<file path="src/rtl/booth_mult_arbiter_pkg.sv">
// Shared definitions for the Booth multiplier arbiter.
// Holds the FSM state encoding and the default NREQ/WIDTH/TIMEOUT values.
package booth_mult_arbiter_pkg;

  localparam int unsigned DefNreq    = 4;
  localparam int unsigned DefWidth   = 4;
  localparam int unsigned DefTimeout = 32;

  typedef enum logic [1:0] {
    StIdle  = 2'd0,
    StIssue = 2'd1,
    StWait  = 2'd2,
    StResp  = 2'd3
  } state_e;

endpackage

</file>
<file path="src/rtl/booth_mult_arbiter_if.sv">
// Bus bundle between the requesters/multiplier side and the arbiter.
//   master : requester + multiplier side (drives requests, m_prod, m_done)
//   slave  : the arbiter (drives grants, multiplier start/operands, responses)
interface booth_mult_arbiter_if #(
  parameter int unsigned NREQ  = booth_mult_arbiter_pkg::DefNreq,
  parameter int unsigned WIDTH = booth_mult_arbiter_pkg::DefWidth
) ();
  localparam int unsigned IDW = $clog2(NREQ);

  logic [NREQ-1:0]       req_valid;
  logic [NREQ*WIDTH-1:0] req_a;
  logic [NREQ*WIDTH-1:0] req_b;
  logic [NREQ-1:0]       req_ready;
  logic                  m_start;
  logic [WIDTH-1:0]      m_a;
  logic [WIDTH-1:0]      m_b;
  logic [2*WIDTH-1:0]    m_prod;
  logic                  m_done;
  logic                  rsp_valid;
  logic [IDW-1:0]        rsp_id;
  logic [2*WIDTH-1:0]    rsp_prod;
  logic                  rsp_err;
  logic                  busy;

  modport master (
    output req_valid, req_a, req_b, m_prod, m_done,
    input  req_ready, m_start, m_a, m_b, rsp_valid, rsp_id, rsp_prod, rsp_err, busy
  );

  modport slave (
    input  req_valid, req_a, req_b, m_prod, m_done,
    output req_ready, m_start, m_a, m_b, rsp_valid, rsp_id, rsp_prod, rsp_err, busy
  );
endinterface

</file>
<file path="src/rtl/booth_mult_arbiter_rr_pick.sv">
// Combinational round-robin picker.
//   req_valid : per-requester request vector
//   last      : index of the most recently served requester
//   any       : at least one request present
//   winner    : first set bit searching last+1, last+2, ... modulo NREQ
module rr_pick #(
  parameter int unsigned NREQ = booth_mult_arbiter_pkg::DefNreq,
  localparam int unsigned IDW = $clog2(NREQ)
) (
  input  logic [NREQ-1:0] req_valid,
  input  logic [IDW-1:0]  last,
  output logic            any,
  output logic [IDW-1:0]  winner
);

  logic [31:0] idx;

  // Scan from the farthest offset down so the nearest requester after last
  // is the one left standing.
  always_comb begin
    any    = 1'b0;
    winner = '0;
    idx    = '0;
    for (int unsigned off = NREQ; off >= 1; off--) begin
      idx = (32'(last) + off) % NREQ;
      if (req_valid[idx]) begin
        any    = 1'b1;
        winner = idx[IDW-1:0];
      end
    end
  end

endmodule

</file>
<file path="src/rtl/booth_mult_arbiter.sv">
// Round-robin arbiter/sequencer sharing one sequential Booth multiplier.
//   clk, rst : clock, synchronous active-high reset
//   bus      : slave side of booth_mult_arbiter_if
//              requests in (req_valid/req_a/req_b), one-hot req_ready pulse,
//              multiplier start/operands out, m_prod/m_done in,
//              rsp_valid/rsp_id/rsp_prod/rsp_err response, busy.
// All outputs are registered.
module booth_mult_arbiter
  import booth_mult_arbiter_pkg::*;
#(
  parameter int unsigned NREQ    = DefNreq,
  parameter int unsigned WIDTH   = DefWidth,
  parameter int unsigned TIMEOUT = DefTimeout
) (
  input logic                  clk,
  input logic                  rst,
  booth_mult_arbiter_if.slave  bus
);

  localparam int unsigned IDW = $clog2(NREQ);
  localparam int unsigned CW  = $clog2(TIMEOUT + 1);

  state_e             state_q, state_d;
  logic [IDW-1:0]     last_q, last_d;
  logic [IDW-1:0]     id_q, id_d;
  logic [WIDTH-1:0]   a_q, a_d, b_q, b_d;
  logic [CW-1:0]      cnt_q, cnt_d;
  logic [NREQ-1:0]    ready_q, ready_d;
  logic               start_q, start_d;
  logic               rsp_valid_q, rsp_valid_d;
  logic [2*WIDTH-1:0] rsp_prod_q, rsp_prod_d;
  logic               rsp_err_q, rsp_err_d;
  logic               busy_q, busy_d;

  logic               any;
  logic [IDW-1:0]     winner;

  rr_pick #(
    .NREQ(NREQ)
  ) u_pick (
    .req_valid(bus.req_valid),
    .last     (last_q),
    .any      (any),
    .winner   (winner)
  );

  always_comb begin
    state_d     = state_q;
    last_d      = last_q;
    id_d        = id_q;
    a_d         = a_q;
    b_d         = b_q;
    cnt_d       = cnt_q;
    ready_d     = '0;
    start_d     = 1'b0;
    rsp_valid_d = 1'b0;
    rsp_prod_d  = rsp_prod_q;
    rsp_err_d   = rsp_err_q;
    unique case (state_q)
      StIdle: begin
        if (any) begin
          state_d         = StIssue;
          id_d            = winner;
          a_d             = bus.req_a[winner*WIDTH +: WIDTH];
          b_d             = bus.req_b[winner*WIDTH +: WIDTH];
          ready_d[winner] = 1'b1;
          start_d         = 1'b1;
        end
      end
      StIssue: begin
        state_d = StWait;
        cnt_d   = '0;
      end
      StWait: begin
        // m_done takes priority over a coincident timeout.
        if (bus.m_done) begin
          state_d     = StResp;
          rsp_valid_d = 1'b1;
          rsp_prod_d  = bus.m_prod;
          rsp_err_d   = 1'b0;
        end else if (cnt_q == CW'(TIMEOUT - 1)) begin
          state_d     = StResp;
          rsp_valid_d = 1'b1;
          rsp_prod_d  = '0;
          rsp_err_d   = 1'b1;
        end else begin
          cnt_d = cnt_q + 1'b1;
        end
      end
      StResp: begin
        state_d = StIdle;
        last_d  = id_q;
      end
      default: state_d = StIdle;
    endcase
    busy_d = (state_d != StIdle);
  end

  always_ff @(posedge clk) begin
    if (rst) begin
      state_q     <= StIdle;
      last_q      <= IDW'(NREQ - 1);
      id_q        <= '0;
      a_q         <= '0;
      b_q         <= '0;
      cnt_q       <= '0;
      ready_q     <= '0;
      start_q     <= 1'b0;
      rsp_valid_q <= 1'b0;
      rsp_prod_q  <= '0;
      rsp_err_q   <= 1'b0;
      busy_q      <= 1'b0;
    end else begin
      state_q     <= state_d;
      last_q      <= last_d;
      id_q        <= id_d;
      a_q         <= a_d;
      b_q         <= b_d;
      cnt_q       <= cnt_d;
      ready_q     <= ready_d;
      start_q     <= start_d;
      rsp_valid_q <= rsp_valid_d;
      rsp_prod_q  <= rsp_prod_d;
      rsp_err_q   <= rsp_err_d;
      busy_q      <= busy_d;
    end
  end

  assign bus.req_ready = ready_q;
  assign bus.m_start   = start_q;
  assign bus.m_a       = a_q;
  assign bus.m_b       = b_q;
  assign bus.rsp_valid = rsp_valid_q;
  assign bus.rsp_id    = id_q;
  assign bus.rsp_prod  = rsp_prod_q;
  assign bus.rsp_err   = rsp_err_q;
  assign bus.busy      = busy_q;

endmodule
</file>
<file path="src/flat_wrapper.sv">
// flat-port wrapper written by rule: the top's interface ports become plain ports
module booth_mult_arbiter_flat import booth_mult_arbiter_pkg::*;
#(
  parameter int unsigned NREQ    = DefNreq,
  parameter int unsigned WIDTH   = DefWidth,
  parameter int unsigned TIMEOUT = DefTimeout
)
  (clk, rst, bus_req_valid, bus_req_a, bus_req_b, bus_m_prod, bus_m_done, bus_req_ready, bus_m_start, bus_m_a, bus_m_b, bus_rsp_valid, bus_rsp_id, bus_rsp_prod, bus_rsp_err, bus_busy);
  booth_mult_arbiter_if #(.NREQ(NREQ), .WIDTH(WIDTH)) bus_i ();
  input logic clk;
  input logic rst;
  input wire logic [$bits(bus_i.req_valid)-1:0] bus_req_valid;
  input wire logic [$bits(bus_i.req_a)-1:0] bus_req_a;
  input wire logic [$bits(bus_i.req_b)-1:0] bus_req_b;
  input wire logic [$bits(bus_i.m_prod)-1:0] bus_m_prod;
  input wire logic [$bits(bus_i.m_done)-1:0] bus_m_done;
  output wire logic [$bits(bus_i.req_ready)-1:0] bus_req_ready;
  output wire logic [$bits(bus_i.m_start)-1:0] bus_m_start;
  output wire logic [$bits(bus_i.m_a)-1:0] bus_m_a;
  output wire logic [$bits(bus_i.m_b)-1:0] bus_m_b;
  output wire logic [$bits(bus_i.rsp_valid)-1:0] bus_rsp_valid;
  output wire logic [$bits(bus_i.rsp_id)-1:0] bus_rsp_id;
  output wire logic [$bits(bus_i.rsp_prod)-1:0] bus_rsp_prod;
  output wire logic [$bits(bus_i.rsp_err)-1:0] bus_rsp_err;
  output wire logic [$bits(bus_i.busy)-1:0] bus_busy;
  assign bus_i.req_valid = bus_req_valid;
  assign bus_i.req_a = bus_req_a;
  assign bus_i.req_b = bus_req_b;
  assign bus_i.m_prod = bus_m_prod;
  assign bus_i.m_done = bus_m_done;
  assign bus_req_ready = bus_i.req_ready;
  assign bus_m_start = bus_i.m_start;
  assign bus_m_a = bus_i.m_a;
  assign bus_m_b = bus_i.m_b;
  assign bus_rsp_valid = bus_i.rsp_valid;
  assign bus_rsp_id = bus_i.rsp_id;
  assign bus_rsp_prod = bus_i.rsp_prod;
  assign bus_rsp_err = bus_i.rsp_err;
  assign bus_busy = bus_i.busy;
  booth_mult_arbiter #(.NREQ(NREQ), .WIDTH(WIDTH), .TIMEOUT(TIMEOUT)) u_core (.clk(clk), .rst(rst), .bus(bus_i));
endmodule
</file>
<file path="config.mk">
export PLATFORM = sky130hd
export DESIGN_NAME = booth_mult_arbiter_flat
export DESIGN_NICKNAME = d
export VERILOG_FILES = /design/src/rtl/booth_mult_arbiter_pkg.sv /design/src/rtl/booth_mult_arbiter_if.sv /design/src/rtl/booth_mult_arbiter_rr_pick.sv /design/src/rtl/booth_mult_arbiter.sv /design/src/flat_wrapper.sv
export SDC_FILE = /design/constraint.sdc
export NUM_CORES = 1
export LEC_CHECK = 0
export ABC_AREA = 1
export BUFFER_PORTS_ARGS = -buffer_cell sky130_fd_sc_hd__buf_2
export CAP_MARGIN = 20
export CORE_ASPECT_RATIO = 1.75
export CORE_MARGIN = 10
export CORE_UTILIZATION = 47
export DETAILED_ROUTE_END_ITERATION = 8
export PLACE_DENSITY = 0.78
export SETUP_SLACK_MARGIN = 0.15
export SLEW_MARGIN = 20
export SYNTH_ARGS = -nofsm -noshare
export SYNTH_HDL_FRONTEND = slang
export SYNTH_SLANG_ARGS = --single-unit
export TNS_END_PERCENT = 100
</file>
<file path="constraint.sdc">
create_clock -name clk -period 4.7 [get_ports clk]
set_clock_uncertainty 0.1 [all_clocks]
set_input_delay 0.47 -clock clk [delete_from_list [all_inputs] [get_ports clk]]
set_output_delay 0.47 -clock clk [all_outputs]
set_load 0.005 [all_outputs]
</file>
* Word-level counts from Yosys, hierarchy flattened *
Index checks and enable logic that the tools add are counted.

storage, ports and cells
  input port bits = 47
  output and inout bits = 26
  bits in registers = 36
  word-level logic and storage cells = 77

operators by class
  shifts and indexed selects = 2
  multiplexer cells = 32
  add/subtract/negate cells = 5
  reductions and logical operators = 11
  equality and inequality tests = 6
  bitwise gates (word level) = 3
  magnitude comparators = 6

operator list
  cell                                                 number
  indexed part select 16 x 5 -> 4 bit                  2
  2-to-1 mux 8 bit                                     2
  < comparator 2 x 3 -> 1 bit, second input constant   5
  2-to-1 mux 1 bit                                     14
  2-to-1 mux 2 bit                                     7
  2-to-1 mux 6 bit                                     2
  case mux 6 bit (2 select lines)                      1
  binary-select mux 1 bit (select 2 bit)               4
  case mux 2 bit (4 select lines)                      1
  adder 6 x 1 -> 6 bit, second input constant          1
  equality test 6 x 5 -> 1 bit, second input constant  1
  nonzero test 2 bit                                   3
  adder 2 x 1 -> 2 bit, second input constant          2
  adder 2 bit, second input constant                   2
  equality test 2 bit, second input constant           2
  != test 2 bit, second input constant                 2
  AND reduction 2 bit                                  2
  OR reduction 2 bit                                   2
  inverter 1 bit                                       3
  AND reduction 3 bit                                  1
  OR reduction 3 bit                                   1
  demux 1 bit (select 2 bit)                           1
  equality test 2 x 1 -> 1 bit, second input constant  1
  >= comparator 2 x 1 -> 1 bit, second input constant  1
  2 further kinds                                      2

* Depth between registers and ports, before layout *
  depth after elaboration = 11
  depth in mapped cells = 15
  gate-level depth less buffers = 14

* By module *
Synthesis repeated with hierarchy kept, for this count alone.

unflattened totals
  cell total of the unflattened synthesis = 278
  area, all modules = 1,936.9 µm²

modules (own cells, without submodules)
  module              cells each  area each (µm²)  times used  seq. area each (µm²)
  booth_mult_arbiter  227         1,690.4          1           720.7
  rr_pick             51          246.5            1           0.0

* Least setup slack after synthesis *
OpenSTA, ideal clock, no wires.

  path type = input-to-reg
  start = in bus_req_valid[3]
  end = reg u_core.b_q[1], in the netlist u_core.bus.m_b[1]
  data required time = 4.483 ns
  setup slack = 3.048 ns
  library setup time = 0.117 ns
  cell stages on the path = 14
  path buffers = 1
  data arrival time = 1.435 ns
  path through = inv_1 > nand2_1 > nand3_1 > nand2_1 > inv_1 > nand2_2 > nand2_2 > nand2_4 > nand2_4 > buf_6 > nand3_1 > nand3_1 > nor2_1 > nor2_1

between the ends
  longest elaborated chain between the ends = 7
  elaborated cells on any way between the ends = 18
  classes of those cells = shift: 1; mux: 16; reduce/logical: 1

RTL lines
  element                                                                     line                              source
  start: declaration                                                          flat_wrapper.sv:12                input wire logic [$bits(bus_i.req_valid)-1:0] bus_req_valid;
  binary-select mux 1 bit (select 2 bit)                                      booth_mult_arbiter_rr_pick.sv:26  if (req_valid[idx]) begin
  2-to-1 mux 1 bit (implied by the code)                                      booth_mult_arbiter_rr_pick.sv:26
  2-to-1 mux 2 bit or 2-to-1 mux 1 bit (tied branches) (4 in series)          booth_mult_arbiter_rr_pick.sv:26
  indexed part select 16 x 5 -> 4 bit or AND reduction 2 bit (tied branches)  --
  end signal: assignment                                                      booth_mult_arbiter.sv:105         b_q <= '0;
  end signal: assignment                                                      booth_mult_arbiter.sv:118         b_q <= b_d;
  end: declaration                                                            booth_mult_arbiter.sv:26          logic [WIDTH-1:0] a_q, a_d, b_q, b_d;

Several ways; a longest one is shown, not always the timed one. The select of a mux whose other input is x is not followed.
A chain may end at the register's enable or synchronous reset.

* Final worst setup path *
  start = reg u_core.last_q[0]
  end = reg u_core.b_q[0], in the netlist u_core.bus.m_b[0]

between the ends
  longest elaborated chain between the ends = 8
  elaborated cells on any way between the ends = 22
  classes of those cells = add/sub: 4; shift: 1; mux: 16; reduce/logical: 1

RTL lines
  element                                                                     line                              source
  start: declaration                                                          booth_mult_arbiter.sv:24          logic [IDW-1:0] last_q, last_d;
  start signal: assignment                                                    booth_mult_arbiter.sv:102         last_q <= IDW'(NREQ - 1);
  start signal: assignment                                                    booth_mult_arbiter.sv:115         last_q <= last_d;
  adder 2 x 1 -> 2 bit                                                        booth_mult_arbiter_rr_pick.sv:25  idx = (32'(last) + off) % NREQ;
  binary-select mux 1 bit (select 2 bit)                                      booth_mult_arbiter_rr_pick.sv:26
  2-to-1 mux 1 bit (implied by the code)                                      booth_mult_arbiter_rr_pick.sv:26
  2-to-1 mux 2 bit or 2-to-1 mux 1 bit (tied branches) (4 in series)          booth_mult_arbiter_rr_pick.sv:26
  indexed part select 16 x 5 -> 4 bit or AND reduction 2 bit (tied branches)  --

Several ways; a longest one is shown, not always the timed one. The select of a mux whose other input is x is not followed.

==> metrics <==
clock buffer depth 2; crit path DAT 2.34 ns; leakage 1.16 nW; period utilisation layout 48.0%; clock latency on the worst-skew pair 0.29 ns; num ports 73; DRC viols 0; TritonRoute pass-1 iters 4; GR Overflow Total 0; DIE WIDTH approximately 67 um; antenna violation net count after detailed routing 0; CTS tree done; # rows 29; fmax 444 MHz; design area 0.00227 mm2; critical path endpoint category register; Core Box Area 0.00366 mm2; # clock sinks 36; pwr dens between 300 and 400 mW/mm2; CTS Buf Count 5; relative slew slack 44.0%; fin worst setup slack 2.45 ns; Yosys Warn Count 0; async set-or-reset flop fraction in the synthesized netlist 0%; GPL Wtd Cong about 0.92; antenna cells 0; max-cap violations 0; P_int about 600 uW; Setup Buffers After CTS 0; top cells by area in the synthesized netlist dfxtp_1 (40%), nand2_1 (15%), nand3_1 (8.3%); #FFs+latches synth 36; root buffer cell clkbuf_8; Cell Area, Synth 0.00182 mm2; Detail Route met2 WL 2450 um; post-route met1 wirelength just under 2000 um; post-route insts no fill 380; data required time of the critical path roughly 4.8 ns; Multi-input gate area approximately 920 um2; most common cell in the netlist nand2_1; Post-synth EDFFs 0; ys flop type dfxtp_1; DP Cell Count ~370; VDD IR-drop max ~0.00028 V; Synth cell types 26; Flop pwr share roughly two fifths; Setup-failing EPs final 0; syn avg cell area 6.87 um2; Post-DP Area between 0.002 and 0.0025 mm2; CP max FO 20; via count approximately 1900; Initial Util 49.6%; Synth area leader dfxtp_1; layout cells sized above 1 28.4%; vias in the first global route 1810; sequential cell area between 700 and 800 um2; nets ~380; shortest period the worst path allows 2.25 ns; Tightest Pin Transition 0.834 ns; uppermost layer routed met4; Setup TNS 0 ns; Max H-tree Level 2; part of the power in combinational logic 29.8%; IO Port Bufs between 70 and 80; switching share of power 33.0%; Met3 Wirelength 333 um; full die area 0.00686 mm2; Vias/cell 5.05; crit path launch type register; routed length per instance 12.8 um; final hold vios 0; R2R setup slack 2.45 ns; pin count of the biggest net entering global routing 22; status finished, final reports clean; Tot GR Track Use between 10% and 20%; CTS clk-pin slew, worst paths 0.07 ns; Post-CTS Resized 0; Hold-fix buffers, CTS 0; Post-synth top cells nand2_1 (75), dfxtp_1 (36), nand3_1 (30); antenna violations before repair 0; dpl hpwl 3870 um; Clk pwr share 29.7%; CP Class reg2reg; Hold WS 0.331 ns; worst hold path class in2reg; global-route wire length before repair 7730 um; Gate Count Post-Synth roughly 270; drt total wl just under 5000 um; Yosys top cell area share approximately two fifths; FILL cells 369; 1st-iter DRT viols slightly above 90; Synthesized Nets 313; sequential fraction of the synthesis area 39.6%; Die Y 102 um; area delta synth->final 24.8%; fin. max-slew vios 0; RSZ-0062 raised after global routing false; pre-CTS setup slack between 2 and 2.5 ns; switching power 294 uW
==> worst paths after layout <==
kind,from,endpoint,cells past startpoint
hold reg to reg,u_core.bus.rsp_prod[4],u_core.bus.rsp_prod[4],2
setup reg to reg,u_core.last_q[0],u_core.bus.m_b[0],11
hold / removal,bus_m_prod[4],u_core.bus.rsp_prod[4],3
setup / recovery,u_core.last_q[0],u_core.bus.m_b[0],11
==> power by group through the flow <==
stage / Clock, mW / Combinational [mW] / Sequential [mW]
4_1_cts: 0.270 / 0.267 / 0.362
5_1_grt: 0.281 / 0.303 / 0.367
2_1_floorplan: 0 / 0.197 / 0.367
3_3_place_gp: 0 / 0.265 / 0.368
6_report: 0.265 / 0.265 / 0.362
3_5_place_dp: 0 / 0.267 / 0.369
==> registers in the layout, indices dropped and copies added (netlist names) <==
name                  count
u_core.bus.rsp_prod       8
u_core.bus.rsp_valid      1
u_core.bus.m_a            4
u_core.bus.rsp_err        1
u_core.bus.m_b            4
u_core.bus.busy           1
u_core.bus.req_ready      4
u_core.last_q             2
u_core.bus.m_start        1
u_core.bus.rsp_id         2
u_core.state_q            2
u_core.cnt_q              6
==> cell usage in the layout, fill, tap and decap left out, drive strengths merged <==
cell type	synthesis	final
xor2	1	1
a221oi	1	1
buf	7	73
dfxtp	36	36
nor2	26	26
nand2	83	83
o21ai	13	13
nand3	32	32
or2	1	1
nand4	10	10
a21oi	15	15
clkinv	0	1
bufinv	0	1
o211ai	3	3
inv	24	24
ha	1	1
nor3	7	7
clkbuf	5	6
==> per-stage QoR <==
stage               utilization [%]  total power [mW]
floorplan                         -             0.564
global placement               59.0             0.633
detailed placement             59.0             0.635
CTS                            62.0             0.899
global route                   62.0             0.950
finish                         62.0             0.892
==> metal layers <==
metal  vias to the layer above  GRT usage (%)
li1                       1001              -
met1                       851           14.5
met2                        61           24.5
met3                         5           4.38
met4                         0           7.78
met5                         -              0
==> worst max-delay path, cell delays in order (launching register included) <==
cell	delay, ns
dfxtp_1	0.60
inv_4	0.09
nand2_1	0.09
nand3_1	0.11
nand3_1	0.12
nand3_2	0.08
nand2_2	0.29
inv_1	0.28
nand3_1	0.15
nand3_1	0.08
nor2_1	0.11
nor2_1	0.04
==> layout make-up <==
type	count	share of cell area, %
multi-input cells	193	40.7
flip-flops and latches	36	31.7
repair buffers	73	16.2
inverters	24	4.08
clock buffers	6	3.20
well taps	46	2.53
clock inverters	2	1.54
==> cell families after synthesis <==
kind of cell	Yosys count	share of synthesized area, %
fa+ha+maj	1	0.688
xor+xnor	1	0.482
flops	36	39.6
compound gates	32	9.63
buf+inv	36	9.56
simple gates	159	40.0
Note: power is estimated with default switching activity, not from simulation.
